$ cat src/rtl/timer_cfg_arbiter.sv
// Two-requester round-robin arbiter that loads a timer compare/preset pair,
// then waits for a number of compare matches before releasing the grant.
module timer_cfg_arbiter #(
  parameter int MATCHES = 2
) (
  input  logic       CLK,
  input  logic       RST,
  input  logic       REQ0_VALID,
  output logic       REQ0_READY,
  input  logic [7:0] REQ0_PRE,
  input  logic [7:0] REQ0_CMP,
  input  logic       REQ0_SEL,
  input  logic       REQ1_VALID,
  output logic       REQ1_READY,
  input  logic [7:0] REQ1_PRE,
  input  logic [7:0] REQ1_CMP,
  input  logic       REQ1_SEL,
  input  logic       ABORT,
  input  logic [7:0] TMR_COUNT,
  output logic [7:0] TMR_DATA2,
  output logic       TMR_LDCOMP,
  output logic       TMR_LDPRE,
  output logic       TMR_SEL,
  output logic       BUSY,
  output logic       OWNER,
  output logic       DONE,
  output logic       ERR
);

  typedef enum logic [2:0] {
    IDLE, LDCMP, LDPRE, RUN, FIN
  } state_t;

  localparam logic [3:0] NMATCH = 4'(MATCHES);

  state_t     state;
  logic       last;
  logic [7:0] pre_q;
  logic [7:0] cmp_q;
  logic       sel_q;
  logic [3:0] cnt;

  logic       accept;
  logic       win;
  logic [7:0] pre_in;
  logic [7:0] cmp_in;
  logic       sel_in;
  logic       hit;
  logic       final_hit;

  // last=1 means requester 1 was granted last, so requester 0 wins a tie
  always_comb begin
    REQ0_READY = 1'b0;
    REQ1_READY = 1'b0;
    if (!RST && state == IDLE) begin
      REQ0_READY = REQ0_VALID && (!REQ1_VALID || last);
      REQ1_READY = REQ1_VALID && (!REQ0_VALID || !last);
    end
  end

  assign accept    = REQ0_READY || REQ1_READY;
  assign win       = REQ1_READY;
  assign pre_in    = win ? REQ1_PRE : REQ0_PRE;
  assign cmp_in    = win ? REQ1_CMP : REQ0_CMP;
  assign sel_in    = win ? REQ1_SEL : REQ0_SEL;
  assign hit       = TMR_COUNT == cmp_q;
  assign final_hit = hit && (cnt + 4'd1 == NMATCH);

  always_ff @(posedge CLK or posedge RST) begin
    if (RST) begin
      state      <= IDLE;
      last       <= 1'b1;
      pre_q      <= '0;
      cmp_q      <= '0;
      sel_q      <= 1'b0;
      cnt        <= '0;
      TMR_DATA2  <= '0;
      TMR_LDCOMP <= 1'b0;
      TMR_LDPRE  <= 1'b0;
      TMR_SEL    <= 1'b0;
      BUSY       <= 1'b0;
      OWNER      <= 1'b0;
      DONE       <= 1'b0;
      ERR        <= 1'b0;
    end else begin
      DONE <= 1'b0;
      ERR  <= 1'b0;
      unique case (state)
        IDLE: begin
          if (accept) begin
            state      <= LDCMP;
            OWNER      <= win;
            last       <= win;
            pre_q      <= pre_in;
            cmp_q      <= cmp_in;
            sel_q      <= sel_in;
            cnt        <= '0;
            BUSY       <= 1'b1;
            TMR_LDCOMP <= 1'b1;
            TMR_DATA2  <= cmp_in;
            TMR_SEL    <= sel_in;
          end
        end
        LDCMP, LDPRE, RUN: begin
          if (ABORT) begin
            state      <= IDLE;
            ERR        <= 1'b1;
            BUSY       <= 1'b0;
            TMR_LDCOMP <= 1'b0;
            TMR_LDPRE  <= 1'b0;
            TMR_DATA2  <= '0;
            TMR_SEL    <= 1'b0;
          end else if (state == LDCMP) begin
            state      <= LDPRE;
            TMR_LDCOMP <= 1'b0;
            TMR_LDPRE  <= 1'b1;
            TMR_DATA2  <= pre_q;
          end else if (state == LDPRE) begin
            state     <= RUN;
            TMR_LDPRE <= 1'b0;
            TMR_DATA2 <= '0;
          end else if (hit) begin
            cnt <= cnt + 4'd1;
            if (final_hit) begin
              state   <= FIN;
              DONE    <= 1'b1;
              TMR_SEL <= 1'b0;
            end
          end
        end
        FIN: begin
          state <= IDLE;
          BUSY  <= 1'b0;
        end
        default: state <= IDLE;
      endcase
    end
  end

endmodule

$ cat config.mk
export PLATFORM = sky130hd
export DESIGN_NAME = timer_cfg_arbiter
export DESIGN_NICKNAME = d
export VERILOG_FILES = /design/src/rtl/timer_cfg_arbiter.sv
export SDC_FILE = /design/constraint.sdc
export NUM_CORES = 1
export LEC_CHECK = 0
export CAP_MARGIN = 10
export CORE_AREA = 10 10 96 98
export CTS_BUF_LIST = sky130_fd_sc_hd__clkbuf_16
export DETAILED_ROUTE_END_ITERATION = 16
export DIE_AREA = 0 0 106 108
export GPL_ROUTABILITY_DRIVEN = 0
export GPL_TIMING_DRIVEN = 0
export PLACE_DENSITY_LB_ADDON = 0.2
export SLEW_MARGIN = 20
export SYNTH_ARGS = -nofsm -noshare
export SYNTH_HDL_FRONTEND = slang
export SYNTH_SLANG_ARGS = --single-unit
$ cat constraint.sdc
create_clock -name CLK -period 3.43 [get_ports CLK]
set_input_delay 0.686 -clock CLK [delete_from_list [all_inputs] [get_ports CLK]]
set_output_delay 0.686 -clock CLK [all_outputs]
set_load 0.03 [all_outputs]
Word-level counts from Yosys, hierarchy flattened. Cells that the tools add are included.

Add/sub/neg operators: 1. Reduce and logical (&&, ||, !) cells: 24. Equality and inequality tests: 20. Muxes and demuxes: 47.

Operator list (number): $mux W8 (6); $mux W1 (24); $mux W4 (5); $mux W3 (6); $pmux W8 S2 (1); $ne A3 B3 Y1 const B (5); $ne A2 B2 Y1 const B (6); $reduce_and A3 Y1 (4); $reduce_and A6 Y1 (2); $ne A5 B5 Y1 const B (2); $eq A8 B8 Y1 (1); $pmux W4 S2 (1); $eq A3 B2 Y1 const B (2); $pmux W3 S2 (1); $reduce_bool A3 Y1 (2); $add A4 B1 Y4 const B (1); $eq A4 B2 Y1 const B (1); $logic_and A1 B1 Y1 (4); $logic_not A1 Y1 (4); $ne A4 B4 Y1 const B (1); $pmux W1 S2 (2); $reduce_and A2 Y1 (2); $eq A3 B1 Y1 const B (1); $eq A3 B3 Y1 const B (1); 5 further kinds (7).

Flip-flop bits (word level): 39. Output and inout port bits: 17. Word-level logic and storage cells: 105.

Logic depth before layout (Yosys ltp).
Depth in word-level cells: 9. Depth in mapped cells: 6. Depth with buffers taken out: 5.

Worst setup path before layout. OpenSTA, ideal clock, no wires.

Kind: input to output. From: input port RST. To: output port REQ0_READY. Setup slack: 1.152 ns. Path buffers: 0. Data arrival time: 1.592 ns. Stages: 2. Cells stage by stage: or4_4 > nor2_1.

Longest elaborated chain between the ends: 3.

Ends and longest elaborated chain: from (decl) (RTL line 7) `input logic RST,`; $logic_not A1 Y1 (no source line); $logic_and A1 B1 Y1 (RTL line 55) `if (!RST && state == IDLE) begin`; $mux W1 (RTL line 55); to (decl) (RTL line 9) `output logic REQ0_READY,`.

Every way passes these cells.

Worst setup path after layout. Same ends and word-level chain as after synthesis.

==> key figures <==
Pwr
  – Leak: 1.37 nW
  – Worst VDD drop: 0.237 mV
  – Power per cell area: 760 nW/um^2
  – Total Power: 2.34 mW

Synth
  – Post-Syn Nets: 275
  – Syn_area_per_cell: 9.38 sq um
  – Async SR Flop Fraction: 100%
  – Predominant post-synthesis flop cell: dfrtp_1
  – Most area-consuming cells after synthesis: dfrtp_1 (45%), nand2_1 (7.3%), o21ai_0 (6.4%), mux2i_1 (6.1%), xnor2_1 (3.3%)
  – Warnings, synthesis: 0
  – Post-Synth Adder-Cell Area: 1.18%
  – Post-synth top area share: 44.8%
  – Combinational family with the most area after synthesis: compound AO/OA/AOI/OAI gates
  – Compound-Gate Fraction of Synth Area: 19.6%
  – EDFF count, synth: 0
  – Simple-gate share of the synthesized area: 19.4%
  – Register bit total from synthesis: 39
  – Synth unique cells: 43
  – Syn Inst Count: 226
  – Yosys top cell by area: dfrtp_1
  – XOR/XNOR Fraction of Synth Area: 3.72%
  – Mapped cell area: 2120 sq um
  – Mux share of post-synthesis cell area: 6.14%
  – Post-synthesis sequential area ratio: 46.1%

Routing
  – Routed WL: 6200 microns
  – Routed WL per cell: 15.4 microns
  – Via-to-Cell Ratio: 4.72
  – Initial DRC count: 85
  – Post-DRT Antenna Nets: 0
  – TritonRoute pass-1 iters: 4
  – DRC violations left: 0
  – Vias: 1897

Min path
  – Hold crit path type: flop to flop

Layout
  – Area Growth Syn to Fin: 45.5%
  – Multi-input gate area: 1070 sq um
  – FF+latch area: 977 sq um
  – Nets: 348
  – Fin cells: 402
  – Most frequent cells in the layout: clkdlybuf4s50_1 (62), nand2_1 (41), dfrtp_1 (38), o21ai_0 (27), mux2i_1 (13)
  – Commonest non-fill, non-tap cell in the layout: clkdlybuf4s50_1
  – Fillers: 786
  – N_diodes: 0
  – Share of layout cells above drive strength 1: 9.67%

Die
  – Starting Density: 28.5%
  – Die Y-Extent: 108 microns
  – Die area: 11400 sq um
  – IO Count: 64
  – DIE WIDTH: 106 microns
  – Row count: 32
  – Total core area: 7450 sq um

Critical path
  – Worst-path fanout max: 3
  – Reg2reg setup slack: 1470 ps
  – Data arrival time of the critical path: 2550 ps
  – Critical-path cell list: clkdlybuf4s50_1, or4_4, nor2_1, clkdlybuf4s50_1
  – CP required: 2740 ps
  – Crit-path leading delay family: buffers and inverters
  – Worst Path Class, Setup: input port to primary output
  – CP Capture Type: primary output
  – CP bufs+invs: 2
  – CP max-delay cell: clkdlybuf4s50_1
  – Cell repeated most along the worst path: clkdlybuf4s50_1
  – Startpoint types: input port
  – CP peak stage delay: 700 ps

Timing
  – Max-slew violation count: 0
  – Fin crit share: 94.3%
  – Slew HR: 47.2%
  – Hold Vio Cnt, Final: 0
  – Worst Skew: 7.46 ps
  – Worst slew pin tran: 790 ps
  – Final Critical Period: 3230 ps
  – RSZ-0062 raised after global routing: no
  – Final number of setup-violating endpoints: 0
  – FMAX: 0.309 GHz

Clock network
  – CTS root buf: clkbuf_16
  – Worst-path clk slew: 60 ps
  – Max Root-Sink Buffers: 2
  – Clk_lat worst skew: 290 ps
  – CTS tree: done
  – Inserted Clock Buffers: 5
  – Clock sinks: 39
  – CTS H-tree lvls: 2

GRT
  – Initial antenna violation count: 0
  – Vias in the first global route: 2043
  – GRT Total Usage: 11.2%
  – Grt total ovfl: 0
  – Pin count of the biggest net entering global routing: 29
  – First-pass GRT wire length: 10300 microns

Placement
  – Placed Instances: 392
  – DP HPWL: 4760 microns
  – Port buffer count: 63

Status
  – Status: finished, final reports clean

Job
  – Max cap viols: 0
[cells in the mapped netlist, types with 4 or more instances]
cell type  number
nand2_1        41
inv_1           6
mux2i_1        13
nor2_1          4
dfrtp_1        38
a21boi_0        8
a21oi_1        11
o21ai_0        27
clkbuf_1        6
a31oi_1         9
and3_1          9
buf_2           5
xnor2_1         8
[power by group]
| group | switching [mW] | leakage [nW] | internal [mW] |
|---|---|---|---|
| Sequential | 0.122 | 0.488 | 0.653 |
| Combinational | 0.599 | 0.794 | 0.433 |
| Clock | 0.196 | 0.0838 | 0.343 |
[final cells by class]
cell class	instances	share of cell area, %
Multi-Input combinational cell	169	34.5
Timing Repair Buffer	66	21.5
Clock inverter	3	1.42
Buffer	12	1.91
Clock buffer	5	4.06
Sequential cell	39	31.7
Tap cell	102	4.14
Inverter	6	0.730
[kinds of logic (layout without fill, tap and decap cells)]
| group | after synthesis | count (layout) |
|---|---|---|
| mux | 13 | 13 |
| simple gates | 78 | 78 |
| fa+ha+maj | 2 | 2 |
| xor+xnor | 9 | 9 |
| compound gates | 67 | 67 |
| flops | 39 | 39 |
| buf+inv | 18 | 92 |
[path summary, 6_finish.rpt]
check                            start          to  cells past startpoint
worst max-delay path               RST  REQ0_READY                      4
worst min-delay path              last        last                      2
worst max register to register  cnt[0]    state[0]                      5
worst min register to register    last        last                      2
max in group asynchronous          RST        last                      3
min in group asynchronous          RST   TMR_LDPRE                      2
[flip-flops by register name (all words and copies together), names as in the netlist]
signal	cells
last	1
BUSY	1
TMR_SEL	1
cmp_q	8
pre_q	8
TMR_LDPRE	1
ERR	1
state	3
OWNER	1
TMR_LDCOMP	1
cnt	4
TMR_DATA2	8
DONE	1
[what timing repair did]
item / in CTS / in global routing
buffers inserted: 2 / 0
resized for setup: 2 / 0
endpoints found under the hold margin: 0 / 0
setup endpoints to repair: 1 / 0
hold buffers: 0 / 0
[worst reg2reg max path: cells and delay by family, from the launching register on]
kind,cells,cell delay (ps)
adders and majority gates,1,270
and+or+nand+nor,2,820
AOI/OAI and AO/OA,2,270
DFF,1,450
[stage by stage]
step	TNS, ps	hold slack, ps	util, %	worst slack, ps	instance area [sq um]
global placement	-281	457	38.7	-281	2880
detailed placement	-247	456	38.9	-247	2900
CTS	0	474	41.4	197	3090
global route	0	512	41.4	80.0	3090
floorplan	0	445	-	1150	2120
finish	0	472	41.4	195	3090
[per-layer routing]
metal  up-vias  track usage [%]  wire length, microns
li1        955                -                     -
met1       892             13.8                  2920
met2        44             18.5                  2920
met3         6             3.15                   287
met4         0             3.77                    80
met5         -                0                     0
Note: power is estimated with default switching activity, not from simulation.
